### src/rtl/cordic_pkg.sv
// Shared CORDIC definitions: arctangent table, gain constant, quadrant and FSM encodings.
// Used by the vectoring engine and by the paired rotation CORDIC.
package cordic_pkg;

    localparam int LUT_STAGES      = 16;
    localparam int LUT_ANGLE_WIDTH = 16;

    // atan(2^-i) with +/-180 deg mapped to +/-2^(LUT_ANGLE_WIDTH-1), rounded to nearest LSB
    localparam logic signed [LUT_ANGLE_WIDTH-1:0] ATAN_LUT [0:LUT_STAGES-1] = '{
        16'sd8192, 16'sd4836, 16'sd2555, 16'sd1297,
        16'sd651,  16'sd326,  16'sd163,  16'sd81,
        16'sd41,   16'sd20,   16'sd10,   16'sd5,
        16'sd3,    16'sd1,    16'sd1,    16'sd0
    };

    // K = 0.607253 as unsigned Q0.16
    localparam int                      CORDIC_GAIN_FRAC = 16;
    localparam logic [CORDIC_GAIN_FRAC:0] CORDIC_GAIN_K  = 17'd39797;

    typedef enum logic [1:0] {
        QUAD_POS    = 2'b00,
        QUAD_NEG_UP = 2'b01,
        QUAD_NEG_DN = 2'b10
    } quad_t;

    typedef enum logic [1:0] {
        ST_IDLE = 2'b00,
        ST_PRE  = 2'b01,
        ST_ITER = 2'b10,
        ST_POST = 2'b11
    } state_t;

endpackage

### src/rtl/cordic_atan_rom.sv
// Arctangent lookup: micro-rotation index -> atan(2^-idx) in angle units.
// Shared between the vectoring engine and the rotation CORDIC.
module cordic_atan_rom
    import cordic_pkg::*;
#(
    parameter int ANGLE_WIDTH   = 16,
    parameter int CORDIC_STAGES = 16,
    parameter int IDX_W         = $clog2(CORDIC_STAGES)
) (
    input  logic [IDX_W-1:0]              idx,
    output logic signed [ANGLE_WIDTH-1:0] atan
);

    assign atan = ANGLE_WIDTH'(ATAN_LUT[idx]);

endmodule

### src/rtl/cordic_vec_engine.sv
// Iterative CORDIC vectoring engine: magnitude, entry quadrant, per-stage direction bits, optional angle.
// Define CORDIC_VEC_GAIN_COMP_EN to scale the magnitude by K so xout is the true Euclidean norm.
module cordic_vec_engine
    import cordic_pkg::*;
#(
    parameter int DATA_WIDTH    = 16,
    parameter int CORDIC_WIDTH  = 22,
    parameter int ANGLE_WIDTH   = 16,
    parameter int CORDIC_STAGES = 16
) (
    input  logic                           clk,
    input  logic                           rst_n,
    input  logic                           en,
    input  logic signed [DATA_WIDTH-1:0]   xin,
    input  logic signed [DATA_WIDTH-1:0]   yin,
    input  logic                           angle_calc_en,
    output logic                           busy,
    output logic                           microRot_out_start,
    output logic [1:0]                     quad_out,
    output logic [CORDIC_STAGES-1:0]       microRot_out,
    output logic                           opvld,
    output logic signed [DATA_WIDTH-1:0]   xout,
    output logic signed [ANGLE_WIDTH-1:0]  angle_out
);

    localparam int GUARD   = 4;
    localparam int IDX_W   = $clog2(CORDIC_STAGES);
    localparam int MAG_MAX = 2**(DATA_WIDTH-1) - 1;

`ifdef CORDIC_VEC_GAIN_COMP_EN
    localparam int PROD_W    = CORDIC_WIDTH + CORDIC_GAIN_FRAC + 2;
    localparam int OUT_SHIFT = CORDIC_GAIN_FRAC + GUARD;
`else
    localparam int PROD_W    = CORDIC_WIDTH + 1;
    localparam int OUT_SHIFT = GUARD;
`endif

    localparam logic signed [ANGLE_WIDTH-1:0] Z_P90 = ANGLE_WIDTH'(2**(ANGLE_WIDTH-2));
    localparam logic signed [ANGLE_WIDTH-1:0] Z_M90 = -Z_P90;

    state_t                          state, state_nxt;
    logic [IDX_W-1:0]                iter_idx;
    logic signed [CORDIC_WIDTH-1:0]  x_r, y_r;
    logic signed [ANGLE_WIDTH-1:0]   z_r;
    logic                            angle_en_r;
    logic                            zero_r;

    logic signed [CORDIC_WIDTH-1:0]  x_sh, y_sh;
    logic signed [ANGLE_WIDTH-1:0]   atan_i;
    logic                            dir;
    quad_t                           quad_pre;

    // Optional gain compensation, round-half-up removal of guard bits, saturation to the output range
    function automatic logic signed [DATA_WIDTH-1:0] scale_out(input logic signed [CORDIC_WIDTH-1:0] x);
        logic signed [PROD_W-1:0] acc;
        logic signed [PROD_W-1:0] lim;
`ifdef CORDIC_VEC_GAIN_COMP_EN
        acc = PROD_W'(x) * PROD_W'($signed({1'b0, CORDIC_GAIN_K}));
`else
        acc = PROD_W'(x);
`endif
        acc = acc + (PROD_W'(1) <<< (OUT_SHIFT - 1));
        acc = acc >>> OUT_SHIFT;
        lim = PROD_W'(MAG_MAX);
        if (acc > lim)
            return DATA_WIDTH'(MAG_MAX);
        else if (acc < 0)
            return '0;
        else
            return DATA_WIDTH'(acc);
    endfunction

    cordic_atan_rom #(
        .ANGLE_WIDTH   (ANGLE_WIDTH),
        .CORDIC_STAGES (CORDIC_STAGES)
    ) u_atan_rom (
        .idx  (iter_idx),
        .atan (atan_i)
    );

    assign busy = (state != ST_IDLE);
    assign x_sh = x_r >>> iter_idx;
    assign y_sh = y_r >>> iter_idx;
    assign dir  = ~y_r[CORDIC_WIDTH-1];

    always_comb begin
        quad_pre = QUAD_POS;
        if (x_r[CORDIC_WIDTH-1])
            quad_pre = y_r[CORDIC_WIDTH-1] ? QUAD_NEG_DN : QUAD_NEG_UP;
    end

    always_comb begin
        state_nxt = state;
        case (state)
            ST_IDLE: if (en) state_nxt = ST_PRE;
            ST_PRE:  state_nxt = ST_ITER;
            ST_ITER: if (iter_idx == IDX_W'(CORDIC_STAGES - 1)) state_nxt = ST_POST;
            ST_POST: state_nxt = ST_IDLE;
            default: state_nxt = ST_IDLE;
        endcase
    end

    // Control and outputs: cleared by reset so an in-flight request never completes
    always_ff @(posedge clk or negedge rst_n) begin
        if (!rst_n) begin
            state              <= ST_IDLE;
            iter_idx           <= '0;
            angle_en_r         <= 1'b0;
            zero_r             <= 1'b0;
            microRot_out_start <= 1'b0;
            quad_out           <= 2'b00;
            microRot_out       <= '0;
            opvld              <= 1'b0;
            xout               <= '0;
            angle_out          <= '0;
        end else begin
            state              <= state_nxt;
            microRot_out_start <= 1'b0;
            opvld              <= 1'b0;
            case (state)
                ST_IDLE: begin
                    if (en) begin
                        angle_en_r <= angle_calc_en;
                        zero_r     <= (xin == '0) && (yin == '0);
                    end
                end
                ST_PRE: begin
                    quad_out           <= quad_pre;
                    microRot_out_start <= 1'b1;
                    microRot_out       <= '0;
                    iter_idx           <= '0;
                end
                ST_ITER: begin
                    microRot_out[iter_idx] <= dir;
                    iter_idx               <= iter_idx + IDX_W'(1);
                end
                ST_POST: begin
                    xout      <= scale_out(x_r);
                    angle_out <= (zero_r || !angle_en_r) ? '0 : z_r;
                    opvld     <= 1'b1;
                end
                default: ;
            endcase
        end
    end

    // Datapath: x/y/z carry no reset, they are always reloaded on acceptance
    always_ff @(posedge clk) begin
        case (state)
            ST_IDLE: begin
                if (en) begin
                    x_r <= CORDIC_WIDTH'(xin) <<< GUARD;
                    y_r <= CORDIC_WIDTH'(yin) <<< GUARD;
                    z_r <= '0;
                end
            end
            ST_PRE: begin
                case (quad_pre)
                    QUAD_NEG_UP: begin
                        x_r <= y_r;
                        y_r <= -x_r;
                        z_r <= angle_en_r ? Z_P90 : '0;
                    end
                    QUAD_NEG_DN: begin
                        x_r <= -y_r;
                        y_r <= x_r;
                        z_r <= angle_en_r ? Z_M90 : '0;
                    end
                    default: z_r <= '0;
                endcase
            end
            ST_ITER: begin
                if (dir) begin
                    x_r <= x_r + y_sh;
                    y_r <= y_r - x_sh;
                    if (angle_en_r) z_r <= z_r + atan_i;
                end else begin
                    x_r <= x_r - y_sh;
                    y_r <= y_r + x_sh;
                    if (angle_en_r) z_r <= z_r - atan_i;
                end
            end
            default: ;
        endcase
    end

endmodule
### config.mk
export PLATFORM = sky130hd
export DESIGN_NAME = cordic_vec_engine
export DESIGN_NICKNAME = d
export VERILOG_FILES = /design/src/rtl/cordic_pkg.sv /design/src/rtl/cordic_atan_rom.sv /design/src/rtl/cordic_vec_engine.sv
export SDC_FILE = /design/constraint.sdc
export NUM_CORES = 1
export LEC_CHECK = 0
export BUFFER_PORTS_ARGS = -buffer_cell sky130_fd_sc_hd__buf_4
export CAP_MARGIN = 20
export CORE_AREA = 2 2 172 174
export CTS_CLUSTER_DIAMETER = 60
export DETAILED_ROUTE_END_ITERATION = 16
export DIE_AREA = 0 0 174 176
export HOLD_SLACK_MARGIN = 0.05
export SKIP_CTS_REPAIR_TIMING = 1
export SYNTH_ARGS = -nofsm -noshare
export SYNTH_HDL_FRONTEND = slang
export SYNTH_SLANG_ARGS = --single-unit
### constraint.sdc
create_clock -name clk -period 7.36 [get_ports clk]
set_input_delay 0.368 -clock clk [delete_from_list [all_inputs] [get_ports clk]]
set_output_delay 0.368 -clock clk [all_outputs]
set_load 0.05 [all_outputs]
==> summary.txt, run 1 <==
Run status
  • Status: finished clean

Critical path
  • Critical path's largest stage delay: 0.93 ns
  • Kind of critical path: reg -> reg
  • FF-to-FF path depth: 18
  • Worst Path Required: 7.51 ns
  • CP Cell Sequence: buf_4 > mux4_2 > mux2_2 > a21oi_1 > ha_1 > nor2_1 > xnor2_1 > ha_1 > nor2b_1 > o21ai_0 > a21boi_0 > o31ai_1 > a31oi_1 > a21oi_1 > a21boi_0 > a311oi_1 > xor2_1 > o21ai_0
  • CP max FO: 42
  • Worst Setup Start Kind: register
  • Arrival time worst endpoint: slightly above 6 ns
  • CP Capture Type: register
  • Crit-path slowest cell: dfrtp_2

Yosys
  • Synth Flop Type: edfxtp_1
  • Yosys top cell by area: edfxtp_1
  • Post-Syn Area per Cell: 8.41 µm²
  • YS warnings: 0
  • Synth area leaders: edfxtp_1 14%, dfrtp_1 12%, ha_1 7.6%
  • Post-Syn Instances: 1519
  • Post-Syn Area: 12800 µm²
  • Part of the Yosys area used for sequential elements: 25.9%
  • Net Count, Synth: about 1600
  • Post-synth ARST share: roughly half
  • #FFs+latches synth: 120
  • Yosys cell types: 76
  • Post-synth EDFFs: 60
  • Synth top area share: 14.1%

Routing
  • DR pass1 iterations: 5
  • DRT iter0 DRCs: 1287
  • Per-cell routed wire length: 21.5 µm
  • Post-route ant nets: 0
  • Total number of vias: approximately 12000
  • Final WL: 41.5 mm
  • Remaining DRCs: 0
  • Vias per cell: slightly above 6

Finish
  • Layout net count: about 1700
  • Layout area overhead: 10.8%
  • Ant. Diodes: 0
  • Post-route cell area: 14100 µm²
  • Layout cells sized above 1: approximately 15%
  • Fill cell count: ~2800

Floorplanning
  • Die Footprint: 30600 µm²
  • Die width: 174 µm
  • I/O pin count: 89
  • Rows: 62
  • Core ar.: around 29000 µm²
  • Starting Density: 44.7%
  • Die height: between 150 and 200 µm

Clock network
  • Worst-Skew Late Latency: ~0.44 ns
  • Clock-pin slew on the worst setup and hold paths: approximately 0.06 ns
  • TritonCTS clock tree: done
  • Deepest clock path buffer count: 2
  • H-tree depth: 4
  • CTS buffer count: 17
  • Clock Sinks: 120
  • Root Driver: clkbuf_16

Flow run
  • Max-cap check violation count: 0

Placement
  • Global placement routability congestion: 0.922
  • I/O Buffers: 88
  • DP Area: 13600 µm²
  • Dpl hpwl: 30.0 mm

Timing
  • Final setup viols: 0
  • Fin crit period: 6.05 ns
  • Final period util: between 80% and 90%
  • Setup TNS: 0 ns
  • Worst Skew: 0.0159 ns
  • RSZ-0062 raised after global routing: no
  • F_max: 0.165 GHz
  • Actual slew at the worst max-slew pin: 1.08 ns
  • Relative slew slack: 28.0%
  • Final hold violation count: 0
  • Pins over their slew limit: 0

GRT
  • Vias in the first global route: ~11000
  • Total Routing Usage GR: 26.9%
  • Largest net degree at the start of global routing: 80
  • Gr busiest metal: met2
  • Antenna violations before repair: 2
  • Met2 Use GR: roughly 43%
  • Met1 usage: 35.5%
  • GRT overflow: 0
  • First-pass GRT wire length: 63.8 mm
  • M3 GR Usage: 5.36%

Min path
  • Hold/Removal Path Class: in -> async
## per-layer routing
| metal | share of wire, % | vias up |
|---|---|---|
| met5 | 0.079 | - |
| met4 | 3.8 | 4 |
| met3 | 8.5 | 91 |
| met2 | 46 | 603 |
| met1 | 42 | 5663 |
| li1 | - | 5579 |
## state kept, by name, indices dropped and copies added (netlist names), 2 cells and up
name          cells
xout             16
y_r              22
microRot_out     16
state             2
iter_idx          4
quad_out          2
z_r              16
x_r              22
angle_out        16
## cells in the final DEF (no fill, tap or decap), drive strengths merged, types with 60 or more instances in the layout
cell type	n
dfrtp	60
xnor2	79
xor2	66
nor2	125
o21ai	111
buf	114
nand2	143
inv	78
edfxtp	60
a21oi	117
ha	78
## worst paths after layout
path	slack, ns	endpoint	start
hold reg to reg	0.50	angle_out[9]	z_r[9]
min in group clk	0.18	angle_en_r	angle_calc_en
max in group asynchronous	6.78	iter_idx[2]	rst_n
setup / recovery	1.31	x_r[20]	iter_idx[1]
hold / removal	0.02	angle_out[5]	rst_n
setup reg to reg	1.31	x_r[20]	iter_idx[1]
## cells in the mapped netlist (all sizes together) (4+ instances only)
cell and n:
mux2i 28, nor4 17, o41ai 6, nor2 125, mux2 21, xor2 66
nor3b 8, or2 10, a211oi 15, ha 78, nand2 143, nand4 7
o211ai 22, nand3 27, edfxtp 60, a21oi 117, nor2b 26, a22o 18
o221ai 5, and2 14, o21bai 5, o22ai 8, o21a 12, and3 13
a21o 20, a31oi 18, nor3 38, buf 34, or3 7, nand2b 16
a21boi 7, clkbuf 81, o21ai 111, o31ai 8, mux4 40, a22oi 32
a2111oi 5, dfrtp 60, xnor2 79, nand3b 4, inv 72
## worst max-delay path: cells and delay by family (launching register included)
| kind | cells | cell delay (ns) |
|---|---|---|
| AO/OA/AOI/OAI | 9 | 2.20 |
| XOR/XNOR | 2 | 0.32 |
| flip-flops | 1 | 0.93 |
| AND/OR/NAND/NOR | 2 | 0.21 |
| buffers and inverters | 1 | 0.56 |
| adder cells (fa/ha/maj) | 2 | 0.56 |
| multiplexers | 2 | 0.92 |
## through the flow
stage	utilization [%]	hold WS (ns)	setup slack [ns]	std cells
after floorplan	-	0.0724	2.21	1519
after global placement	47.6	0.477	1.57	1900
after detailed placement	47.6	0.492	1.38	1900
after CTS	49.5	0.0496	1.36	1932
after global routing	49.6	0.0912	0.876	1934
final	49.6	0.0237	1.31	1934
## area by class of cell
cell class / instances / area [µm²] / share of cell area (%)
Multi-Input combinational cell: 1212 / 8690 / 61.4
Sequential cell: 120 / 3310 / 23.4
Timing Repair Buffer: 114 / 856 / 6.05
Tap cell: 384 / 480 / 3.40
Clock buffer: 21 / 462 / 3.26
Inverter: 72 / 270 / 1.91
Clock inverter: 11 / 86.3 / 0.610
## cell families (layout without fill, tap and decap cells)
kind of cell | count (synthesis) | count (layout) | share of synthesized area (%)
flops | 120 | 120 | 25.9
compound gates | 431 | 431 | 21.2
xor+xnor | 145 | 145 | 9.94
mux | 89 | 89 | 11.2
buf+inv | 187 | 218 | 6.26
simple gates | 466 | 466 | 17.5
fa+ha+maj | 81 | 81 | 8.11
Power of run 1 is not shown: default switching activity piles up to over one toggle a cycle in this logic, so the estimate is an artifact.
==> inputs of run 2 (changes only) <==
- clock period: 7.36 -> 6 ns (I/O delays scaled with it)
==> run 2 against run 1 <==
Against the previous run: die area did not move; worst setup slack worse by 0.90 ns; register-to-register slack got worse by 0.90 ns; critical path depth is the same; fmax grew 8.3%; core utilization increased by 0.74 points; critical endpoint unchanged.
==> summary.txt, run 2 (synthesis gave the netlist of run 1 again) <==
Critical path
  • CP Capture Type: register
  • Worst Path Required: 6.16 ns (-1.35 ns)
  • CP max FO: 28 (-33%)
  • FF-to-FF Start: iter_idx[1]
  • Arrival time worst endpoint: 5.75 ns (-0.46 ns)
  • Critical path endpoint: x_r[20]
  • Flop-to-flop setup slack: 0.41 ns (-0.90 ns)
  • Crit path from: iter_idx[1]
  • Critical R2R Capture: x_r[20]
  • Kind of critical path: reg -> reg
  • FF-to-FF path depth: 18 (unchanged)
  • Worst Setup Start Kind: register

Finish
  • Layout area overhead: 12.4%
  • Most frequent cells in the layout: 142 x nand2_1, 126 x buf_4, 125 x nor2_1, 117 x a21oi_1, 102 x o21ai_0
  • Layout net count: 1670 (+0.97%)
  • Largest regs: x_r x22, y_r x22
  • Layout cells sized above 1: 15.6% (+1.0 points)
  • Commonest non-fill, non-tap cell in the layout: nand2_1

Clock network
  • Clock Sinks: 120 (unchanged)
  • Clock-pin slew on the worst setup and hold paths: 0.07 ns (about the same)
  • CTS buffer count: 17 (unchanged)
  • Worst-Skew Late Latency: 0.43 ns (about the same)
  • TritonCTS clock tree: done
  • Root Driver: clkbuf_16
  • H-tree depth: 4 (unchanged)
  • Deepest clock path buffer count: 2 (unchanged)

Routing
  • Vias per cell: 6.15 (-0.34%)
  • DRT iter0 DRCs: 1112 (-14%)
  • Post-route ant nets: 0 (unchanged)
  • Total number of vias: 12004 (+0.54%)
  • DR pass1 iterations: 5 (unchanged)
  • Final WL: 42.4 mm (+2.0%)
  • Remaining DRCs: 0 (unchanged)
  • Per-cell routed wire length: 21.7 µm (+1.2%)

GRT
  • Vias in the first global route: 11204 (+1.2%)
  • M3 GR Usage: 6.27% (+0.90 points)
  • Total Routing Usage GR: 27.5% (+0.57 points)
  • Antenna violations before repair: 1 (-1)
  • GRT overflow: 0 (unchanged)
  • Met2 Use GR: 43.7% (+0.30 points)
  • Largest net degree at the start of global routing: 80 (unchanged)
  • First-pass GRT wire length: 65.1 mm (+2.0%)
  • Met1 usage: 35.2% (-0.26 points)
  • Gr busiest metal: met2

Timing
  • Worst Skew: 0.0150 ns (-0.000882 ns)
  • Pins over their slew limit: 0 (unchanged)
  • Final period util: 93.2% (+11 points)
  • Setup TNS: 0 ns (unchanged)
  • Final setup viols: 0 (unchanged)
  • Relative slew slack: 28.0% (-0.052 points)
  • Final hold violation count: 0 (unchanged)
  • Actual slew at the worst max-slew pin: 1.07 ns (-0.00909 ns)
  • F_max: 0.179 GHz (+8.3%)
  • Fin crit period: 5.59 ns (-0.461 ns)
  • RSZ-0062 raised after global routing: no

Floorplanning
  • Starting Density: 44.7% (unchanged)
  • Die width: 174 µm (unchanged)
  • I/O pin count: 89 (unchanged)
  • Die Footprint: 30600 µm² (unchanged)
  • Core ar.: 28500 µm² (unchanged)
  • Die height: 176 µm (unchanged)
  • Rows: 62 (unchanged)

Placement
  • Global placement routability congestion: 0.946 (+2.6%)
  • Dpl hpwl: 31.3 mm (+4.3%)
  • I/O Buffers: 88 (unchanged)

Min path
  • Hold/Removal Path Class: in -> reg

Flow run
  • Max-cap check violation count: 0 (unchanged)

Run status
  • Status: finished clean
[run 2: cell types whose count changed in the layout (fill, tap and decap cells not counted), moves of 2 or more]
cell / previous run / this run
dfrtp_4: 0 / 2
buf_4: 114 / 126
clkbuf_1: 3 / 0
inv_8: 0 / 4
inv_6: 3 / 6
dfrtp_2: 3 / 1
clkinv_4: 3 / 1
inv_4: 3 / 0
[run 2: worst min path at each step]
| stage | start | end | slack [ns] | cells past startpoint |
|---|---|---|---|---|
| finish | angle_calc_en | angle_en_r | 0.11 | 2 |
| floorplan | rst_n | angle_en_r | 0.004 | 0 |
| detailed placement | rst_n | angle_out[5] | 0.45 | 1 |
| global placement | rst_n | angle_out[5] | 0.45 | 1 |
| CTS | rst_n | angle_out[4] | -0.009 | 1 |
| global route | angle_calc_en | angle_en_r | 0.11 | 2 |
[run 2: final cells by class]
cell class	count	area, µm²
diodes	1	2.50
flip-flops and latches	120	3310
clock buffers	18	439
multi-input cells	1212	8690
well taps	384	480
clock inverters	14	151
repair buffers	130	1010
fillers	2772	14200
inverters	72	270
[run 2: worst max-delay path, cell delays in order, from the launching register on]
cell	delay, ns
dfrtp_4	0.60
buf_6	0.31
mux4_2	0.59
mux2_2	0.31
a21oi_1	0.26
ha_1	0.23
nor2_1	0.06
xnor2_1	0.27
ha_1	0.33
nor2b_1	0.14
o21ai_0	0.22
a21boi_0	0.20
o31ai_1	0.44
a31oi_1	0.24
a21oi_1	0.25
a21boi_0	0.21
a311oi_1	0.35
xor2_1	0.21
o21ai_0	0.10
[run 2: metal layers]
| layer | wire, µm | vias up | part of all wire, % |
|---|---|---|---|
| met1 | 17400 | 5723 | 41 |
| met5 | 0 | - | 0 |
| met3 | 3800 | 124 | 9.0 |
| met4 | 2250 | 0 | 5.3 |
| met2 | 18900 | 557 | 45 |
| li1 | - | 5600 | - |
[run 2: through the flow]
step	instances	utilization, %	area [µm²]	worst slack [ns]	hold slack (ns)
after floorplan	1519	-	12800	0.850	0.00441
after global placement	1914	48.0	13700	0.496	0.451
after detailed placement	1914	48.0	13700	0.411	0.453
after CTS	1946	50.1	14300	0.342	-0.00872
after global routing	1950	50.3	14400	0.0253	0.107
final	1951	50.3	14400	0.407	0.106
Power of run 2 is left out for the same reason.
